==> src/rtl/gpf_sequencer.sv <==
// Sequencing core of the general-purpose FSM controller: program store, state and
// output registers, countdown timer, sensor synchronisers and the serial program loader.
module gpf_sequencer #(
    parameter int IN_W  = 4,
    parameter int ST_W  = 4,
    parameter int OUT_W = 8,
    parameter int CNT_W = 8,
    parameter int ILEN  = 24
) (
    input  logic             Clk,
    input  logic             Rst,
    input  logic             Load_i,
    input  logic             Run_i,
    input  logic             SDat_i,
    input  logic             SVal_i,
    input  logic             Tick_i,
    input  logic [IN_W-1:0]  Sens_ai,
    input  logic [ST_W-1:0]  State_ns_i,
    input  logic [OUT_W-1:0] NextOut_i,
    input  logic             Trig_i,
    input  logic [CNT_W-1:0] Time_i,
    output logic [ILEN-1:0]  Instr_o,
    output logic [ST_W-1:0]  State_o,
    output logic [IN_W-1:0]  Sens_o,
    output logic             TimeOut_o,
    output logic [OUT_W-1:0] Q_o,
    output logic [1:0]       Mode_o
);

    localparam int BCW   = $clog2(ILEN);
    localparam int DEPTH = 2 ** ST_W;

    typedef enum logic [1:0] {
        MODE_IDLE = 2'b00,
        MODE_LOAD = 2'b01,
        MODE_RUN  = 2'b10
    } mode_e;

    mode_e            mode_q, mode_d;
    logic [ST_W-1:0]  state_q;
    logic [OUT_W-1:0] out_q;
    logic [CNT_W-1:0] count_q;
    logic             armed_q;
    logic [IN_W-1:0]  sync1_q, sync2_q;
    logic [ILEN-1:0]  shift_q;
    logic [BCW-1:0]   bitcnt_q;
    logic [ST_W-1:0]  wptr_q;
    logic [ILEN-1:0]  mem [DEPTH];

    logic run_stay;
    logic load_bit;
    logic word_done;

    // Load_i outranks Run_i in every mode.
    always_comb begin
        mode_d = mode_q;
        case (mode_q)
            MODE_IDLE: begin
                if (Load_i)     mode_d = MODE_LOAD;
                else if (Run_i) mode_d = MODE_RUN;
            end
            MODE_LOAD: begin
                if (!Load_i)    mode_d = MODE_IDLE;
            end
            MODE_RUN: begin
                if (Load_i)     mode_d = MODE_LOAD;
                else if (!Run_i) mode_d = MODE_IDLE;
            end
            default:            mode_d = MODE_IDLE;
        endcase
    end

    assign run_stay  = (mode_q == MODE_RUN) && (mode_d == MODE_RUN);
    assign load_bit  = (mode_q == MODE_LOAD) && Load_i && SVal_i;
    assign word_done = load_bit && (bitcnt_q == BCW'(ILEN - 1));

    always_ff @(posedge Clk) begin
        if (Rst) begin
            mode_q   <= MODE_IDLE;
            state_q  <= '0;
            out_q    <= '0;
            count_q  <= '0;
            armed_q  <= 1'b0;
            sync1_q  <= '0;
            sync2_q  <= '0;
            shift_q  <= '0;
            bitcnt_q <= '0;
            wptr_q   <= '0;
        end else begin
            mode_q  <= mode_d;
            sync1_q <= Sens_ai;
            sync2_q <= sync1_q;

            // The decoder result is only taken while RUN persists; any exit zeroes state and outputs.
            if (run_stay) begin
                state_q <= State_ns_i;
                out_q   <= NextOut_i;
            end else begin
                state_q <= '0;
                out_q   <= '0;
            end

            if (!run_stay) begin
                count_q <= '0;
                armed_q <= 1'b0;
            end else if (Trig_i) begin
                count_q <= Time_i;
                armed_q <= 1'b1;
            end else if (armed_q && (count_q != '0) && Tick_i) begin
                count_q <= count_q - CNT_W'(1);
            end

            if ((mode_q != MODE_LOAD) && (mode_d == MODE_LOAD)) begin
                bitcnt_q <= '0;
                wptr_q   <= '0;
            end else if (load_bit) begin
                shift_q <= {shift_q[ILEN-2:0], SDat_i};
                if (word_done) begin
                    bitcnt_q <= '0;
                    wptr_q   <= wptr_q + ST_W'(1);
                end else begin
                    bitcnt_q <= bitcnt_q + BCW'(1);
                end
            end
        end
    end

    // NOTE: the program store has no reset on purpose so a loaded program survives Rst.
    always_ff @(posedge Clk) begin
        if (word_done)
            mem[wptr_q] <= {shift_q[ILEN-2:0], SDat_i};
    end

    assign Instr_o   = mem[state_q];
    assign State_o   = state_q;
    assign Q_o       = out_q;
    assign Sens_o    = sync2_q;
    assign TimeOut_o = armed_q && (count_q == '0);
    assign Mode_o    = mode_q;

endmodule

==> config.mk <==
export PLATFORM = sky130hd
export DESIGN_NAME = gpf_sequencer
export DESIGN_NICKNAME = d
export VERILOG_FILES = /design/src/rtl/gpf_sequencer.sv
export SDC_FILE = /design/constraint.sdc
export NUM_CORES = 1
export LEC_CHECK = 0
export ABC_CLOCK_PERIOD_IN_PS = 4040
export BUFFER_PORTS_ARGS = -buffer_cell sky130_fd_sc_hd__buf_2
export CAP_MARGIN = 20
export CORE_MARGIN = 4
export CORE_UTILIZATION = 55
export DETAILED_ROUTE_END_ITERATION = 7
export HOLD_SLACK_MARGIN = 0.02
export PLACE_DENSITY = 0.81
export SLEW_MARGIN = 40
export SYNTH_ARGS = -nofsm -noshare
export SYNTH_HDL_FRONTEND = slang
export SYNTH_SLANG_ARGS = --single-unit
==> constraint.sdc <==
create_clock -name Clk -period 4.04 [get_ports Clk]
set_input_delay 1.212 -clock Clk [delete_from_list [all_inputs] [get_ports Clk]]
set_output_delay 1.212 -clock Clk [all_outputs]
set_load 0.005 [all_outputs]
---- Word-level counts from Yosys, hierarchy flattened ----
Memory sizes are Yosys's and may differ from the RTL's. A register that Yosys moved wholly into a read port is not among the register bits.
Cells that the tools add are included.
cells by class
  bitwise logic cells ..................... 2
  $mul .................................... 0
  shift-type cells ........................ 0
  mux-type cells .......................... 12
  reduce and logical (&&, ||, !) cells .... 16
  div/mod/pow operators ................... 0
  magnitude comparators ................... 0
  equal/unequal tests ..................... 6
  add/sub/neg operators ................... 3
operators with widths
  kind                 count
  $mux 8               2
  $mux 2               5
  $logic_and 1x1->1    8
  $logic_not 8->1      1
  $reduce_bool 8->1    1
  $sub 8x1->8 const B  1
  $pmux 2 s3           1
  $add 5x1->5 const B  1
  $eq 5x5->1 const B   1
  $mux 5               1
  $add 4x1->4 const B  1
  $eq 2x1->1 const B   2
  $eq 2x2->1 const B   2
  $mux 4               1
  $reduce_and 2->1     2
  $reduce_or 2->1      2
  $logic_not 2->1      1
  $mux 1               2
  $ne 2x1->1 const B   1
  $not 1->1            2
  $reduce_bool 2->1    1
word-level totals
  bits of input ports ..................... 32
  memory bits (read-only) ................. 0
  bits in latches ......................... 0
  memories kept ........................... 1
  flip-flop bits (word level) ............. 63
  output and inout port bits .............. 43
  word-level logic and storage cells ...... 50
  memory bits (writable) .................. 384
memories
  memory  words  bits a word  rd ports  clocked after Yosys merged registers in  wr ports  RTL line  RTL
  mem     16     24           1         1                                        1         48        logic [ILEN-1:0] mem [DEPTH];

---- Logic depth before layout (Yosys ltp) ----
Gate-level depths: netlist of the first run.
  depth after elaboration ................. 8
  depth in mapped cells ................... 6
  depth with buffers taken out ............ 6

---- Least setup slack after synthesis of the first run ----
Ideal clock, no wire load.
  kind .................................... input -> register
  start ................................... input SVal_i
  end ..................................... memory mem[0][0] (enable)
  data required time ...................... 3.605 ns
  arrival ................................. 3.568 ns
  buffers on the path ..................... 0
  cell stages on the path ................. 4
  setup slack ............................. 0.037 ns
  library setup time ...................... 0.435 ns
  path through ............................ nand4b_2 nor2_1 nand2_1 nor3_1
between the ends
  longest elaborated chain between the ends .. 4
ends and longest elaborated chain
  item                          RTL line  RTL
  from (decl)                   15        input logic SVal_i,
  $logic_and 1x1->1             74        assign load_bit = (mode_q == MODE_LOAD) && Load_i && SVal_i;
  $logic_and 1x1->1             75        assign word_done = load_bit && (bitcnt_q == BCW'(ILEN - 1));
  $mux 1                        130       if (word_done)
  $mux 1 (not written as such)  131       mem[wptr_q] <= {shift_q[ILEN-2:0], SDat_i};
  to (decl)                     48
Every way passes these cells.

==> summary.md, run 1 <==
| Metric | Value |
|---|---|
| Post-synth cell types | 40 |
| Main combinational cell family by area after synthesis | multiplexers |
| Post-synth EDFFs | 384 |
| TritonRoute pass-1 iters | 5 |
| Layout cells sized above 1 | 0.295 |
| Cts-stage hold buffer count | 0 |
| Pin count of the biggest net entering global routing | 38 |
| Vias in the first global route | 9130 |
| Core area | 29900 um2 |
| I/O pin total | 75 |
| Commonest cells post-synth | 384 x edfxtp_1, 96 x mux4_2, 79 x nand2_1, 63 x dfxtp_1, 48 x a22oi_1 |
| CP Cell Sequence | buf_4 -> mux4_2 -> a22oi_1 -> nand2_1 -> buf_2 |
| Setup-failing EPs final | 0 |
| Vias | 8867 |
| Final Non-Filler Cells | 1402 |
| Initial antenna violation count | 0 |
| Root Buffer | clkbuf_16 |
| Synth area leaders | edfxtp_1 69%, mux4_2 13%, dfxtp_1 7.5% |
| Critical path launch point type | flip-flop |
| H-tree Lvls | 2 |
| Avg Cell Area, Syn | 19.3 um2 |
| CTS tree | built |
| RSZ-0062 raised after global routing | false |
| Post-Route WL | 37500 um |
| Via-to-Cell Ratio | 6.32 |
| Die area | 33400 um2 |
| Number of max-cap violations | 0 |
| Worst hold path type | reg2reg |
| Utilization after layout | 0.651 |
| # diodes | 0 |
| Buf/Inv on CP | 2 |
| Rel. slew slack | 0.461 |
| Worst-Margin Slew | 804 ps |
| Setup TNS | 0 ps |
| Die Wd | 183 um |
| Final worst setup slack | 258 ps |
| Worst-path clk slew | 60 ps |
| Clock Latency Late Sink | 550 ps |
| NumNets Final | 1016 |
| Top-count cell post-synth | edfxtp_1 |
| CP max FO | 18 |
| Cell taking the most area after synthesis | edfxtp_1 |
| DRC | 0 |
| WHS Path Cells | 1 |
| Per-cell routed wire length | 26.8 um |
| Global-route wire length before repair | 57500 um |
| Synth Cell Area | 16800 um2 |
| Tot GR Track Use | 0.228 |
| Crit path max-delay family | buffers and inverters |
| Routed Antenna Nets | 0 |
| Synth Area in Adders | 0.00521 |
| Row cnt | 63 |
| TritonCTS Sinks | 447 |
| Period Utilization, post-route | 0.936 |
| Outcome | completed |
| Seq/Total Area, Yosys | 0.762 |
| Post-Synth XOR/XNOR Area | 0.00469 |
| Post-CTS Resized | 0 |
| Dpl ws | 816 ps |
| Max-slew violations | 0 |
| Post-synth top area share | 0.687 |
| GPL Wtd Cong | 0.762 |
| Flop2flop setup slack | 1460 ps |
| Worst reg-to-reg path cell count | 6 |
| PwrDens | 473 nW/um2 |
| FF+latch count, synth | 447 |
| FMAX | 264 MHz |
| Crit end category | output port |
| Final HPWL DP | 21000 um |
| CP Depth | 5 |
| Minimum clock period | 3780 ps |
| Inserted Clock Buffers | 43 |
| CP max stage cell | dfxtp_4 |
| FFs w/ async S/R, synth | 0 |
| Worst path arrival time | 2570 ps |
| Layout area overhead | 15.8% |
| Crit Path Category | reg2out |
| Post-CTS Setup Bufs | 0 |
| Critical Path RT | 2830 ps |
| Simple-gate share of the synthesized area | 0.0463 |
| Mux contribution to synthesized area | 0.130 |
| Leak | 6.89 nW |
| Total gr overflow | 0 |
| Number of hold violations in the final report | 0 |
| Clock Path Buffers | 3 |
| Placed cells | 1322 |
| Skew final | 21.7 ps |
| 1st-iter DRT viols | 1130 |
| Slowest stage delay, CP | 550 ps |
| Prevailing post-synth register cell | edfxtp_1 |
| VDD IR max | 382 uV |
| Synth Area in Compound Gates | 0.0370 |
| IO Port Bufs | 74 |
| Initial core utilization | 0.562 |
| Cells after Synth | 871 |
| Die Y | 183 um |
| Warnings, synthesis | 0 |
| Syn nets | 910 |
stage by stage:
step	hold slack [ps]	cell area, um2	total power, mW
after floorplan	414	16800	5.07
final	441	19400	9.19
after global routing	453	19400	9.45
after CTS	444	19400	9.24
after global placement	415	18000	5.10
after detailed placement	430	18000	5.11
path summary, 6_finish.rpt:
| kind | endpoint | startpoint |
|---|---|---|
| setup / recovery | Instr_o[13] | State_o[0]$_SDFF_PP0_ |
| hold / removal | Sens_o[2]$_SDFF_PP0_ | sync1_q[2]$_SDFF_PP0_ |
| setup reg to reg | mem[10][23]$_DFFE_PP_ | bitcnt_q[0]$_SDFFE_PP0P_ |
| hold reg to reg | Sens_o[2]$_SDFF_PP0_ | sync1_q[2]$_SDFF_PP0_ |
cell usage in the layout, fill, tap and decap left out, types with 2 or more instances in the layout:
cell	instances
edfxtp_1	384
mux4_2	96
nand2_1	79
buf_2	74
dfxtp_1	61
a22oi_1	48
clkbuf_16	44
a21oi_1	34
buf_4	22
and3_1	13
nor2_4	12
buf_12	12
nor2_1	10
nor2b_1	9
clkinv_2	9
o21ai_0	8
nand3_1	7
ha_1	7
clkbuf_1	7
inv_1	6
nor3_2	6
xnor2_1	6
bufinv_16	6
clkbuf_8	6
clkinv_1	4
xor2_1	3
nor3_1	3
a211oi_1	3
dfxtp_4	2
nor2b_2	2
and2_1	2
nand2b_1	2
and4b_1	2
or3_1	2
mux2i_1	2
layout make-up:
| cell class | instances | area (um2) |
|---|---|---|
| sequential | 447 | 12800 |
| fill | 1875 | 10400 |
| multi-input combinational | 371 | 3870 |
| clock buffer | 57 | 1210 |
| timing repair buffer | 108 | 776 |
| tap | 390 | 488 |
| clock inverter | 23 | 282 |
| inverter | 6 | 22.5 |
per-layer routing:
| layer | track usage | vias to the layer above | share of wire |
|---|---|---|---|
| met5 | 0 | - | 0 |
| met3 | 0.0438 | 71 | 0.098 |
| met2 | 0.374 | 562 | 0.50 |
| li1 | - | 3721 | - |
| met1 | 0.326 | 4513 | 0.38 |
| met4 | 0.0555 | 0 | 0.022 |
power breakdown:
| part | internal (mW) | total [mW] | leakage [nW] | switching, mW |
|---|---|---|---|---|
| Sequential | 4.94 | 4.95 | 4.55 | 0.00583 |
| Clock | 2.50 | 4.18 | 0.736 | 1.68 |
| Combinational | 0.0235 | 0.0580 | 1.60 | 0.0345 |
worst reg2reg max path, delay by kind of cell (launching register included):
kind                     cells  cell delay, ps
adder cells (fa/ha/maj)      1             240
buffers and inverters        1             230
flip-flops                   1             370
AND/OR/NAND/NOR              4            1440
flip-flops by register name, indices dropped and copies added, names as in the netlist:
signal    cells
State_o       4
wptr_q        4
Mode_o        2
bitcnt_q      5
Sens_o        4
count_q       8
armed_q       1
shift_q      23
Q_o           8
sync1_q       4
mem         384
kinds of logic after synthesis:
group	after synthesis
xor+xnor	9
fa+ha+maj	7
simple gates	160
buf+inv	53
mux	98
compound gates	97
flops	447
No activity file was read; power rests on OpenSTA's default activity.
==> inputs of run 2 (changes only) <==
--- a/config.mk
+++ b/config.mk
@@ -5,9 +5,11 @@
 export SDC_FILE = /design/constraint.sdc
 export NUM_CORES = 1
 export LEC_CHECK = 0
+export ABC_AREA = 1
 export ABC_CLOCK_PERIOD_IN_PS = 4040
 export BUFFER_PORTS_ARGS = -buffer_cell sky130_fd_sc_hd__buf_2
 export CAP_MARGIN = 20
+export CORE_ASPECT_RATIO = 0.75
 export CORE_MARGIN = 4
 export CORE_UTILIZATION = 55
 export DETAILED_ROUTE_END_ITERATION = 7
==> summary.md, run 2 <==
| Metric | Value |
|---|---|
| Post-Route WL | 41300 um (+9.9%) |
| Die Wd | 218 um (+19%) |
| Crit path max-delay family | flip-flops |
| Final HPWL DP | 23400 um (+12%) |
| GPL Wtd Cong | 0.822 (+7.8%) |
| VDD IR max | 374 uV (-2.0%) |
| Placed cells | 2015 (+52%) |
| Final worst setup slack | 396 ps (+138 ps) |
| Buf/Inv on CP | 2 (unchanged) |
| Worst hold path type | reg2reg |
| Routed Antenna Nets | 0 (unchanged) |
| FFs w/ async S/R, synth | 0 (unchanged) |
| Total power | 9.31 mW (+1.3%) |
| Slowest stage delay, CP | 720 ps (+170 ps) |
| Biggest register | mem |
| RSZ-0062 raised after global routing | false |
| Via-to-Cell Ratio | 5.75 (-9.1%) |
| Post-synth top area share | 0.637 (-0.0501) |
| Core area | 32400 um2 (+8.6%) |
| Global-route wire length before repair | 63800 um (+11%) |
| IO Port Bufs | 74 (unchanged) |
| Number of hold violations in the final report | 0 (unchanged) |
| Synth area leaders | edfxtp_1 64%, dfxtp_1 7.0%, inv_1 4.8% |
| Rel. slew slack | 0.423 (-0.0380) |
| Skew final | 21.7 ps (+0.00830 ps) |
| Worst path arrival time | 2430 ps (-140 ps) |
| Critical path launch point type | flip-flop |
| FMAX | 274 MHz (+3.8%) |
| PwrDens | 453 nW/um2 (-4.2%) |
| Period Utilization, post-route | 0.902 (-0.0340) |
| TritonCTS Sinks | 447 (unchanged) |
| Leading registers by flop count | mem (384), shift_q (23) |
| Vias in the first global route | 11400 (+25%) |
| Layout area overhead | 13.5% |
| Number of max-cap violations | 0 (unchanged) |
| Top-count cell post-synth | edfxtp_1 |
| Most used cell along the critical path | nand3_1 |
| Die Y | 165 um (-9.6%) |
| Warnings, synthesis | 0 (unchanged) |
| H-tree Lvls | 2 (unchanged) |
| Critical Path RT | 2830 ps (about the same) |
| Utilization after layout | 0.634 (-0.0172) |
| Net Sw Power | 1.79 mW (+3.7%) |
| Initial core utilization | 0.558 (-0.00389) |
| Synth Cell Area | 18100 um2 (+7.9%) |
| I/O pin total | 75 (unchanged) |
| Comb pwr share | 0.011 (+0.005) |
| Minimum clock period | 3640 ps (-138 ps) |
| Avg Cell Area, Syn | 11.7 um2 (-39%) |
| CP max stage cell | dfxtp_4 |
| Final Non-Filler Cells | 2093 (+49%) |
| Die area | 35900 um2 (+7.6%) |
| NumNets Final | 1656 (+63%) |
| FF+latch count, synth | 447 (unchanged) |
| Cells after Synth | 1550 (+78%) |
| Syn nets | 1589 (+75%) |
| Setup-failing EPs final | 0 (unchanged) |
| Clk pwr share | 0.449 (-0.006) |
| Total gr overflow | 0 (unchanged) |
| Sw frac | 0.192 (+0.00443) |
| DRC | 0 (unchanged) |
| Cell taking the most area after synthesis | edfxtp_1 |
| Pin count of the biggest net entering global routing | 114 (+200%) |
| Vias | 12000 (+36%) |
| Commonest cells post-synth | 384 x edfxtp_1, 234 x inv_1, 161 x nand3_1, 152 x nand2_1, 108 x a21oi_1 |
| Worst-Margin Slew | 860 ps (+55.4 ps) |
| Final Cell Area | 20600 um2 (+5.8%) |
| Initial antenna violation count | 2 (+2) |
| Dpl ws | 878 ps (+61.6 ps) |
| CP max FO | 56 (+38) |
| CP Cell Sequence | buf_12 -> a21oi_1 -> o21ai_0 -> nand3_1 -> nand3_1 -> nand2_1 -> buf_2 |
| Leading cell type in the layout, fill and taps excluded | edfxtp_1 |
| Placed cell area | 19100 um2 (+6.3%) |
| Post-CTS Resized | 0 (unchanged) |
| Per-cell routed wire length | 19.7 um (-26%) |
| # diodes | 0 (unchanged) |
| Leak | 7.55 nW (+9.7%) |
| TritonRoute pass-1 iters | 5 (unchanged) |
| Crit Path Category | reg2out |
| Prevailing post-synth register cell | edfxtp_1 |
| 1st-iter DRT viols | 1754 (+55%) |
| Post-synth EDFFs | 384 (unchanged) |
| Row cnt | 57 (-9.5%) |
| Worst-path clk slew | 60 ps (about the same) |
| Max reg flops | 384 (unchanged) |
| Commonest non-fill, non-tap cells in the layout | 384 x edfxtp_1, 232 x inv_1, 161 x nand3_1 |
| CTS tree | built |
| Layout cells sized above 1 | 0.125 (-0.170) |
| Crit end category | output port |
| Cts-stage hold buffer count | 0 (unchanged) |
| Clock Latency Late Sink | 550 ps (about the same) |
| Seq/Total Area, Yosys | 0.706 (-0.0556) |
| Fin Hold WS | 408 ps (-33.3 ps) |
| Post-CTS Setup Bufs | 0 (unchanged) |
| Inserted Clock Buffers | 42 (-2.3%) |
| Register share of total power | 0.540 (+0.002) |
| Root Buffer | clkbuf_16 |
| Outcome | completed |
| Internal power | 7.52 mW (+0.77%) |
| Post-synth cell types | 29 (-28%) |
| Max-slew violations | 0 (unchanged) |
| Setup TNS | 0 ps (unchanged) |
| Clock Path Buffers | 3 (unchanged) |
| Tot GR Track Use | 0.228 (about the same) |
[run 2: changes by cell type after synthesis, moves of 74 or more]
cell      before  now
mux4_2        96    0
o21ai_0        8   90
nand3_1        7  161
a21oi_1       34  108
o211ai_1       1   96
inv_1          6  234
nor2_1        23  107
[run 2: path summary, 6_finish.rpt]
| check | from | end | slack (ps) | cells after the start |
|---|---|---|---|---|
| worst max-delay path | State_o[1]$_SDFF_PP0_ | Instr_o[1] | 400 | 7 |
| worst min register to register | sync1_q[1]$_SDFF_PP0_ | Sens_o[1]$_SDFF_PP0_ | 410 | 2 |
| worst max register to register | bitcnt_q[0]$_SDFFE_PP0P_ | mem[8][18]$_DFFE_PP_ | 1610 | 6 |
| worst min-delay path | sync1_q[1]$_SDFF_PP0_ | Sens_o[1]$_SDFF_PP0_ | 410 | 2 |
[run 2: power groups by stage]
stage                     combinational [mW]  sequential (mW)  clock, mW
after detailed placement              0.0985             5.13          0
final                                  0.101             5.03       4.18
after global routing                   0.113             5.03       4.42
after floorplan                       0.0595             5.11          0
after global placement                0.0944             5.13          0
after CTS                             0.0997             5.03       4.23
[run 2: kinds of logic after synthesis]
family          share of synthesized area
fa+ha+maj                         0.00483
xor+xnor                          0.00193
flops                               0.706
compound gates                      0.106
simple gates                        0.104
buf+inv                            0.0769
[run 2: cell type report]
cell class              instances  area [um2]
well taps                     442         553
clock buffers                  58        1210
repair buffers                110         796
clock inverters                20         260
multi-input cells             780        4050
inverters                     236         886
fillers                      2323       11900
flip-flops and latches        447       12800
[run 2: tightest hold or removal path, cell delays in order, from the launching register on]
cell,delay [ps]
dfxtp_1,290
inv_1,50
nor2_1,30
[run 2: layer usage]
| layer | vias up | share of wire | GRT usage |
|---|---|---|---|
| li1 | 5512 | - | - |
| met1 | 5724 | 0.41 | 0.333 |
| met2 | 692 | 0.46 | 0.358 |
| met3 | 96 | 0.10 | 0.0390 |
| met4 | 4 | 0.024 | 0.0717 |
| met5 | - | 0.00053 | 0 |
